[config.mk]
export PLATFORM = sky130hd
export DESIGN_NAME = mem_bus_ctrl
export DESIGN_NICKNAME = d
export VERILOG_FILES = /design/src/rtl/mem_bus_ctrl.sv
export SDC_FILE = /design/constraint.sdc
export NUM_CORES = 1
export LEC_CHECK = 0
export CAP_MARGIN = 10
export CORE_MARGIN = 10
export CORE_UTILIZATION = 40
export DETAILED_ROUTE_END_ITERATION = 10
export PLACE_DENSITY = 0.77
export SLEW_MARGIN = 20
export SYNTH_ARGS = -nofsm -noshare
export SYNTH_HDL_FRONTEND = slang
export SYNTH_SLANG_ARGS = --single-unit
[constraint.sdc]
create_clock -name clk -period 3 [get_ports clk]
set_input_delay 0.6 -clock clk [delete_from_list [all_inputs] [get_ports clk]]
set_output_delay 0.6 -clock clk [all_outputs]
set_load 0.05 [all_outputs]
[src/rtl/mem_bus_ctrl.sv]
// mem_bus_ctrl: sequencing controller for the shared bidirectional memory
// data bus of the multicycle MIPS core. Accepts one read or write at a time,
// drives the bus switch direction/write data and the active-low memory
// strobes, inserts turnaround cycles on every direction change and returns
// read data with a one-cycle response pulse.
//
// Optional feature: define MEMBUS_ALIGN_CHECK_EN to reject word-misaligned
// requests with rsp_err. The port list is identical in both builds.
module mem_bus_ctrl #(
    parameter int ADDR_W      = 32,
    parameter int DATA_W      = 32,
    parameter int WAIT_CYCLES = 2,   // strobe-active cycles per access, 1..255
    parameter int TURN_CYCLES = 1    // idle cycles on direction change, 1..255
) (
    input  logic              clk,
    input  logic              rst_n,
    input  logic              req_valid,
    output logic              req_ready,
    input  logic              req_we,
    input  logic [ADDR_W-1:0] req_addr,
    input  logic [DATA_W-1:0] req_wdata,
    output logic              rsp_valid,
    output logic [DATA_W-1:0] rsp_rdata,
    output logic              rsp_err,
    output logic              bus_dir,
    output logic [DATA_W-1:0] bus_wdata,
    input  logic [DATA_W-1:0] bus_rdata,
    output logic [ADDR_W-1:0] mem_addr,
    output logic              mem_ce_n,
    output logic              mem_oe_n,
    output logic              mem_we_n
);

    typedef enum logic [1:0] {
        IDLE   = 2'd0,
        TURN   = 2'd1,
        ACCESS = 2'd2,
        DONE   = 2'd3
    } state_t;

    // Counters count down to zero, so they are loaded with N-1.
    localparam logic [7:0] WAIT_LOAD = 8'(WAIT_CYCLES - 1);
    localparam logic [7:0] TURN_LOAD = 8'(TURN_CYCLES - 1);

    state_t            state, state_nx;
    logic [7:0]        cnt, cnt_nx;
    logic              op_we, op_we_nx;
    logic [ADDR_W-1:0] mem_addr_nx;
    logic [DATA_W-1:0] bus_wdata_nx;
    logic              bus_dir_nx;
    logic              rsp_err_nx;
    logic              capture;
    logic              accept;
    logic              misaligned;
    logic              same_dir;

`ifdef MEMBUS_ALIGN_CHECK_EN
    assign misaligned = (req_addr[1:0] != 2'b00);
`else
    assign misaligned = 1'b0;
`endif

    assign accept   = req_valid && req_ready;
    // A read needs bus_dir=1 and a write needs bus_dir=0.
    assign same_dir = (req_we != bus_dir);

    // Next-state, counter and datapath-register decode.
    always_comb begin
        // NOTE: every signal gets a default first so no path leaves it unassigned and infers a latch.
        state_nx     = state;
        cnt_nx       = cnt;
        op_we_nx     = op_we;
        mem_addr_nx  = mem_addr;
        bus_wdata_nx = bus_wdata;
        rsp_err_nx   = 1'b0;
        capture      = 1'b0;

        unique case (state)
            IDLE: begin
                if (accept) begin
                    op_we_nx    = req_we;
                    mem_addr_nx = req_addr;
                    if (misaligned) begin
                        // Rejected: straight to the response, bus untouched.
                        state_nx   = DONE;
                        rsp_err_nx = 1'b1;
                    end else begin
                        // Write data only changes for real writes, so a read
                        // after a write does not disturb the held bus value.
                        if (req_we) bus_wdata_nx = req_wdata;
                        if (same_dir) begin
                            state_nx = ACCESS;
                            cnt_nx   = WAIT_LOAD;
                        end else begin
                            state_nx = TURN;
                            cnt_nx   = TURN_LOAD;
                        end
                    end
                end
            end
            TURN: begin
                if (cnt == 8'd0) begin
                    state_nx = ACCESS;
                    cnt_nx   = WAIT_LOAD;
                end else begin
                    cnt_nx = cnt - 8'd1;
                end
            end
            ACCESS: begin
                if (cnt == 8'd0) begin
                    state_nx = DONE;
                    capture  = !op_we;
                end else begin
                    cnt_nx = cnt - 8'd1;
                end
            end
            DONE: begin
                state_nx = IDLE;
            end
            default: state_nx = IDLE;
        endcase
    end

    // Bus direction is sticky: a read flips it to 1 as soon as TURN starts,
    // a write only flips it to 0 when ACCESS starts.
    always_comb begin
        bus_dir_nx = bus_dir;
        if (state_nx == ACCESS)
            bus_dir_nx = !op_we_nx;
        else if (state_nx == TURN && !op_we_nx)
            bus_dir_nx = 1'b1;
    end

    // State and control register.
    always_ff @(posedge clk or negedge rst_n) begin
        if (!rst_n) begin
            state <= IDLE;
            cnt   <= 8'd0;
            op_we <= 1'b0;
        end else begin
            // NOTE: sequential state uses non-blocking assignment so every flop samples pre-edge values.
            state <= state_nx;
            cnt   <= cnt_nx;
            op_we <= op_we_nx;
        end
    end

    // Registered outputs, decoded from the next state so they change exactly
    // on the edge the state does.
    always_ff @(posedge clk or negedge rst_n) begin
        if (!rst_n) begin
            req_ready <= 1'b1;
            rsp_valid <= 1'b0;
            rsp_err   <= 1'b0;
            rsp_rdata <= '0;
            bus_dir   <= 1'b1;
            bus_wdata <= '0;
            mem_addr  <= '0;
            mem_ce_n  <= 1'b1;
            mem_oe_n  <= 1'b1;
            mem_we_n  <= 1'b1;
        end else begin
            req_ready <= (state_nx == IDLE);
            rsp_valid <= (state_nx == DONE);
            rsp_err   <= rsp_err_nx;
            bus_dir   <= bus_dir_nx;
            bus_wdata <= bus_wdata_nx;
            mem_addr  <= mem_addr_nx;
            mem_ce_n  <= !(state_nx == ACCESS);
            mem_oe_n  <= !(state_nx == ACCESS && !op_we_nx);
            mem_we_n  <= !(state_nx == ACCESS && op_we_nx);
            if (capture) rsp_rdata <= bus_rdata;
        end
    end

endmodule

==> results of run 1 <==
worst register-to-register path: stages, from the launching register on:
cell and delay, ns:
dfrtp_1 0.43, inv_1 0.12, ha_1 0.22, nor3b_1 0.42
and2_2 0.26, nand3b_2 0.07, buf_4 0.26, mux2_2 0.35
cell families (layout without fill, tap and decap cells):
group                    count (synthesis)  after routing
XOR/XNOR                                 6              6
flip-flops                             113            113
adder cells (fa/ha/maj)                  8              8
AND/OR/NAND/NOR                         39             39
multiplexers                            97             97
buffers and inverters                   19            247
other                                    1              1
AO/OA/AOI/OAI                           19             19
through the flow:
stage               setup WS [ns]  instance area (um^2)  util (%)
floorplan                    1.11                  4540         -
global placement            0.608                  6740      61.4
detailed placement          0.609                  6740      61.4
CTS                         0.561                  7320      66.6
global route                0.542                  7320      66.6
finish                      0.600                  7320      66.6
worst max path at each step:
stage                     cells after the start  startpoint            end  slack, ns
after floorplan                               7      cnt[0]  rsp_rdata[10]       1.11
after global placement                        6   req_valid         cnt[5]       0.61
after detailed placement                      6   req_valid         cnt[5]       0.61
after CTS                                     1   req_ready      req_ready       0.56
after global routing                          1   req_ready      req_ready       0.54
final                                         1   req_ready      req_ready       0.60
power by group through the flow:
stage          Clock [uW]  Combinational (uW)  Sequential, uW
3_3_place_gp            0                5680            2680
6_report             1930                5720            2700
3_5_place_dp            0                5760            2720
4_1_cts              1970                5780            2710
5_1_grt              2050                5990            2790
2_1_floorplan           0                1420            5070
sequential cells by signal, summed over array words and instances (netlist names), 2 cells and up:
register	flops
cnt	8
mem_addr	32
state	2
bus_wdata	32
rsp_rdata	32
routing by layer:
metal  GRT usage [%]  part of all wire (%)  up-vias
met2            25.1                    49      148
met5               0                     0        -
li1                -                     -     1500
met4            6.90                   2.0        0
met1            16.3                    38     1623
met3            9.20                    11       20
cells in the mapped netlist, types with 2 or more instances:
master	instances
xor2_1	3
mux2_2	96
a21oi_1	2
nor2_1	10
dfrtp_1	108
nor3_1	3
clkbuf_1	6
a211o_1	2
nand2_1	11
inv_1	8
o21ai_0	3
nand3_1	2
xnor2_1	3
or3_2	2
buf_4	4
ha_1	8
dfstp_2	5
area by class of cell:
class / instances / area (um^2) / share of cell area [%]
clock inverter: 11 / 113 / 1.54
timing repair buffer: 206 / 2070 / 28.3
inverter: 9 / 33.8 / 0.462
clock buffer: 21 / 460 / 6.29
sequential: 113 / 2830 / 38.7
tap: 140 / 175 / 2.39
multi-input combinational: 170 / 1630 / 22.3
==> summary.txt, run 1 <==
Run status
  – Outcome: finished clean

Timing
  – RSZ-0062 raised after global routing: no
  – Slew HR: 63.1%
  – Final cycle utilization of the critical path: 80.0%
  – Post-Route Setup TNS: 0 ns
  – Final setup fails: 0
  – Max Fclk: 0.417 GHz
  – Slew at the pin closest to its max-slew limit: 0.552 ns
  – WHS: 0.172 ns
  – Max Clock Skew: 0.00856 ns
  – Slew Limit Fails: 0
  – Final min period: 2.40 ns
  – Final Hold Fails: 0

Critical path
  – Reg2reg start: cnt[0]
  – R2R setup slack: 0.75 ns
  – Req. time, crit path: 2.40 ns
  – CP delay by family, top: buffers and inverters
  – Endpoint class of the critical path: primary output
  – CP Buf/Inv Count: 1
  – CP arrival: 1.80 ns
  – Slowest stage cell on the critical path: clkdlybuf4s50_1
  – R2R depth: 7
  – CP peak stage delay: 0.82 ns
  – Crit start category: flip-flop
  – Crit path cell chain: clkdlybuf4s50_1
  – Setup CP Type: reg2out
  – Worst reg2reg endpoint: rsp_rdata[20]
  – Critical-path maximum fanout: 6

Synthesis
  – Gate Count Post-Synth: 302
  – Number of synthesized flops with an enable pin: 0
  – Synth area leader: dfrtp_1
  – Synth warn: 0
  – Synth Cell Area: 0.00454 mm^2
  – Xor/xnor share of the synthesized area: 1.16%
  – Sequential element share of the synthesized area: 62.4%
  – Syn_nets: 410
  – Netlist cell types: 43
  – FFs w/ async S/R, synth: 100%
  – Synth Flop Type: dfrtp_1
  – Post-synthesis register bit count: 113
  – Combinational family with the most area after synthesis: multiplexers
  – Ranking of synthesized cells by area: dfrtp_1, mux2_2, dfstp_2
  – Top cell type's share of synthesized area: 59.5%
  – Post-Synth Adder-Cell Area: 2.20%
  – Syn avg cell area: 15.0 um^2
  – Complex-gate fraction of the synthesized area: 3.50%
  – Simple-gate share of the synthesized area: 4.76%
  – Mux cell area share after synthesis: 24.0%

Detailed routing
  – Antenna-violating nets left: 0
  – Initial DRC count: 151
  – Via Count: 3291
  – DRC: 0
  – WL per Instance: 18.9 um
  – Drt pass-1 iters: 4
  – Vias per inst: 4.91
  – Total Wirelength: 12.6 mm

Pwr
  – Clock network power share: 18.6%
  – Sequential Power Share: 26.1%
  – Pint: 5700 uW
  – Comb pwr share: 55.3%
  – Cell Pwr Density: 1420 mW/mm^2
  – P_leak: 0.00315 uW
  – Sw Ratio: 45.0%
  – Pwr Total: 10400 uW
  – Psw: 4660 uW
  – Peak supply drop: 0.817 mV

Floorplanning
  – Die Span Y: 127 um
  – Die width: 127 um
  – Site row count: 38
  – Initial Utilization: 41.4%
  – Area of the die: 0.0160 mm^2
  – I/O Pins: 203
  – Core Area: 0.0110 mm^2

CTS
  – CTS tree: yes
  – Hold_buf cts: 0
  – CTS H-tree lvls: 4
  – Postcts setup bufs: 0
  – Reg clk slew, reported paths: 0.05 ns
  – Clock sinks: 113
  – Post-cts resize count: 0
  – Max clock buf depth: 2
  – Number of CTS-inserted buffers: 17
  – Root buf cell: clkbuf_16
  – Clock Latency Late Sink: 0.40 ns

Layout
  – Most common cell after layout, fill and taps aside: clkdlybuf4s50_1
  – Nets@finish: 625
  – Ant diodes: 0
  – Commonest non-fill, non-tap cells in the layout: clkdlybuf4s50_1, dfrtp_1, mux2_2, clkbuf_16, nand2_1
  – Area delta synth->final: 61.0%
  – Layout cells sized above 1: 28.3%
  – Layout Cells excl Fill: 670
  – Filler cells: 826

GRT
  – Largest net degree at the start of global routing: 44
  – Grt ovf: 0
  – Vias in the first global route: 3625
  – First-pass GRT wire length: 19.7 mm
  – Antenna violations before repair: 0
  – GRT Overall Usage: 15.7%

Placed design
  – Dpl cells: 638
  – GPL Wtd Cong: 0.798
  – Buffers on Ports: 201
  – Post-DP HPWL: 9.69 mm

Min path
  – HP Class: in2async

Flow run
  – Max cap viols: 0
Note: power is estimated with default switching activity, not from simulation.
==> inputs of run 2 (changes only) <==
==> constraint.sdc (replaced) <==
create_clock -name clk -period 2.3 [get_ports clk]
set_input_delay 0.46 -clock clk [delete_from_list [all_inputs] [get_ports clk]]
set_output_delay 0.46 -clock clk [all_outputs]
set_load 0.05 [all_outputs]
==> summary.txt, run 2 (synthesized netlist as in run 1, its figures left out) <==
Run status
  – Outcome: finished clean

Critical path
  – CP arrival: 1.76 ns
  – Crit path cell chain: clkdlybuf4s50_1
  – CP peak stage delay: 0.81 ns
  – CP Buf/Inv Count: 1
  – Endpoint class of the critical path: primary output
  – Critical-path maximum fanout: 3
  – Slowest stage cell on the critical path: clkdlybuf4s50_1
  – Crit start category: flip-flop
  – Setup CP Type: reg2out
  – CP delay by family, top: buffers and inverters
  – Req. time, crit path: 1.84 ns
  – R2R setup slack: 0.16 ns

Floorplanning
  – Die width: 127 um
  – Core Area: 0.0110 mm^2
  – Site row count: 38
  – Die Span Y: 127 um
  – Area of the die: 0.0160 mm^2
  – Initial Utilization: 41.4%
  – I/O Pins: 203

Placed design
  – GPL Wtd Cong: 0.788
  – Buffers on Ports: 201
  – Dpl cells: 643
  – Post-DP HPWL: 9.64 mm
  – Placed Area: 0.00681 mm^2

CTS
  – Clock Latency Late Sink: 0.40 ns
  – Max clock buf depth: 2
  – Root buf cell: clkbuf_16
  – CTS tree: yes
  – CTS H-tree lvls: 4
  – Number of CTS-inserted buffers: 17
  – Reg clk slew, reported paths: 0.05 ns
  – Clock sinks: 113
  – Postcts setup bufs: 0

Flow run
  – Max cap viols: 0

Pwr
  – Peak supply drop: 1.13 mV
  – Pwr Total: 13600 uW
  – P_leak: 0.00320 uW
  – Cell Pwr Density: 1840 mW/mm^2

Timing
  – Max Fclk: 0.450 GHz
  – Slew Limit Fails: 0
  – RSZ-0062 raised after global routing: no
  – Final setup fails: 0
  – Post-Route Setup TNS: 0 ns
  – Slew HR: 59.0%
  – Final Hold Fails: 0
  – Max Clock Skew: 0.00670 ns
  – Final min period: 2.22 ns
  – Final cycle utilization of the critical path: 96.5%
  – Slew at the pin closest to its max-slew limit: 0.611 ns

Min path
  – HP Class: reg2reg

Layout
  – Ant diodes: 0
  – Commonest non-fill, non-tap cells in the layout: clkdlybuf4s50_1, dfrtp_1, mux2_2, clkbuf_16, nand2_1
  – Most common cell after layout, fill and taps aside: clkdlybuf4s50_1
  – Area delta synth->final: 62.5%
  – Nets@finish: 631
  – Layout cells sized above 1: 28.4%
  – Layout Cells excl Fill: 676
  – Registers with the most flip-flops: bus_wdata x32, mem_addr x32, rsp_rdata x32
  – Final std cell area, no fill: 0.00738 mm^2

GRT
  – Vias in the first global route: 3647
  – GRT Overall Usage: 15.8%
  – Largest net degree at the start of global routing: 44
  – Antenna violations before repair: 0
  – First-pass GRT wire length: 20.0 mm
  – Grt ovf: 0

Detailed routing
  – Vias per inst: 4.82
  – WL per Instance: 18.6 um
  – Total Wirelength: 12.6 mm
  – Antenna-violating nets left: 0
  – DRC: 0
  – Via Count: 3259
  – Initial DRC count: 127
  – Drt pass-1 iters: 6
==> run 2: cell types whose count changed in the layout (fill, tap and decap cells not counted), sizes merged <==
| cell | before | now |
|---|---|---|
| clkbuf | 21 | 25 |
| dlygate4sd3 | 0 | 1 |
| clkinvlp | 3 | 0 |
| clkinv | 6 | 5 |
| dlygate4sd2 | 0 | 1 |
| buf | 6 | 11 |
| clkdlybuf4s50 | 200 | 199 |
==> run 2: repair_timing <==
action | 4_1_cts | 5_1_grt
hold endpoints to repair | 28 | 0
endpoints found under the setup margin | 1 | 0
resized for setup | 1 | 0
hold buffers | 1 | 0
==> run 2: final timing paths <==
| kind | start | end | cells after the start |
|---|---|---|---|
| min in group asynchronous | rst_n | mem_addr[15] | 2 |
| max | bus_dir | bus_dir | 1 |
| max in group asynchronous | rst_n | mem_ce_n | 3 |
| min reg2reg | mem_addr[23] | mem_addr[23] | 1 |
| min | mem_addr[23] | mem_addr[23] | 1 |
| max reg2reg | cnt[0] | rsp_rdata[16] | 7 |
==> run 2: metrics by stage <==
step	util, %	worst slack [ns]	hold WS [ns]
detailed placement	62.0	0.125	0.422
global route	67.2	0.0153	0.508
floorplan	-	0.413	0.164
global placement	62.0	0.190	0.418
finish	67.2	0.0798	0.499
CTS	67.2	0.0413	0.504
==> run 2: power breakdown <==
part	leakage [uW]	switching, uW	internal (uW)
combinational	0.00155	4680	2870
clock	0.000285	844	1670
sequential	0.00136	519	2990
==> run 2: cell type report <==
type / count / area [um^2]
multi-input cells: 170 / 1630
fillers: 828 / 3600
repair buffers: 212 / 2140
clock inverters: 7 / 85.1
clock buffers: 25 / 485
inverters: 9 / 33.8
well taps: 140 / 175
flip-flops and latches: 113 / 2830
==> run 2: routing by layer <==
metal	vias up	GRT usage (%)	part of all wire, %
met5	-	0	0
met4	0	6.23	1.8
met3	15	8.87	11
met2	142	25.3	48
met1	1598	17.2	39
li1	1504	-	-
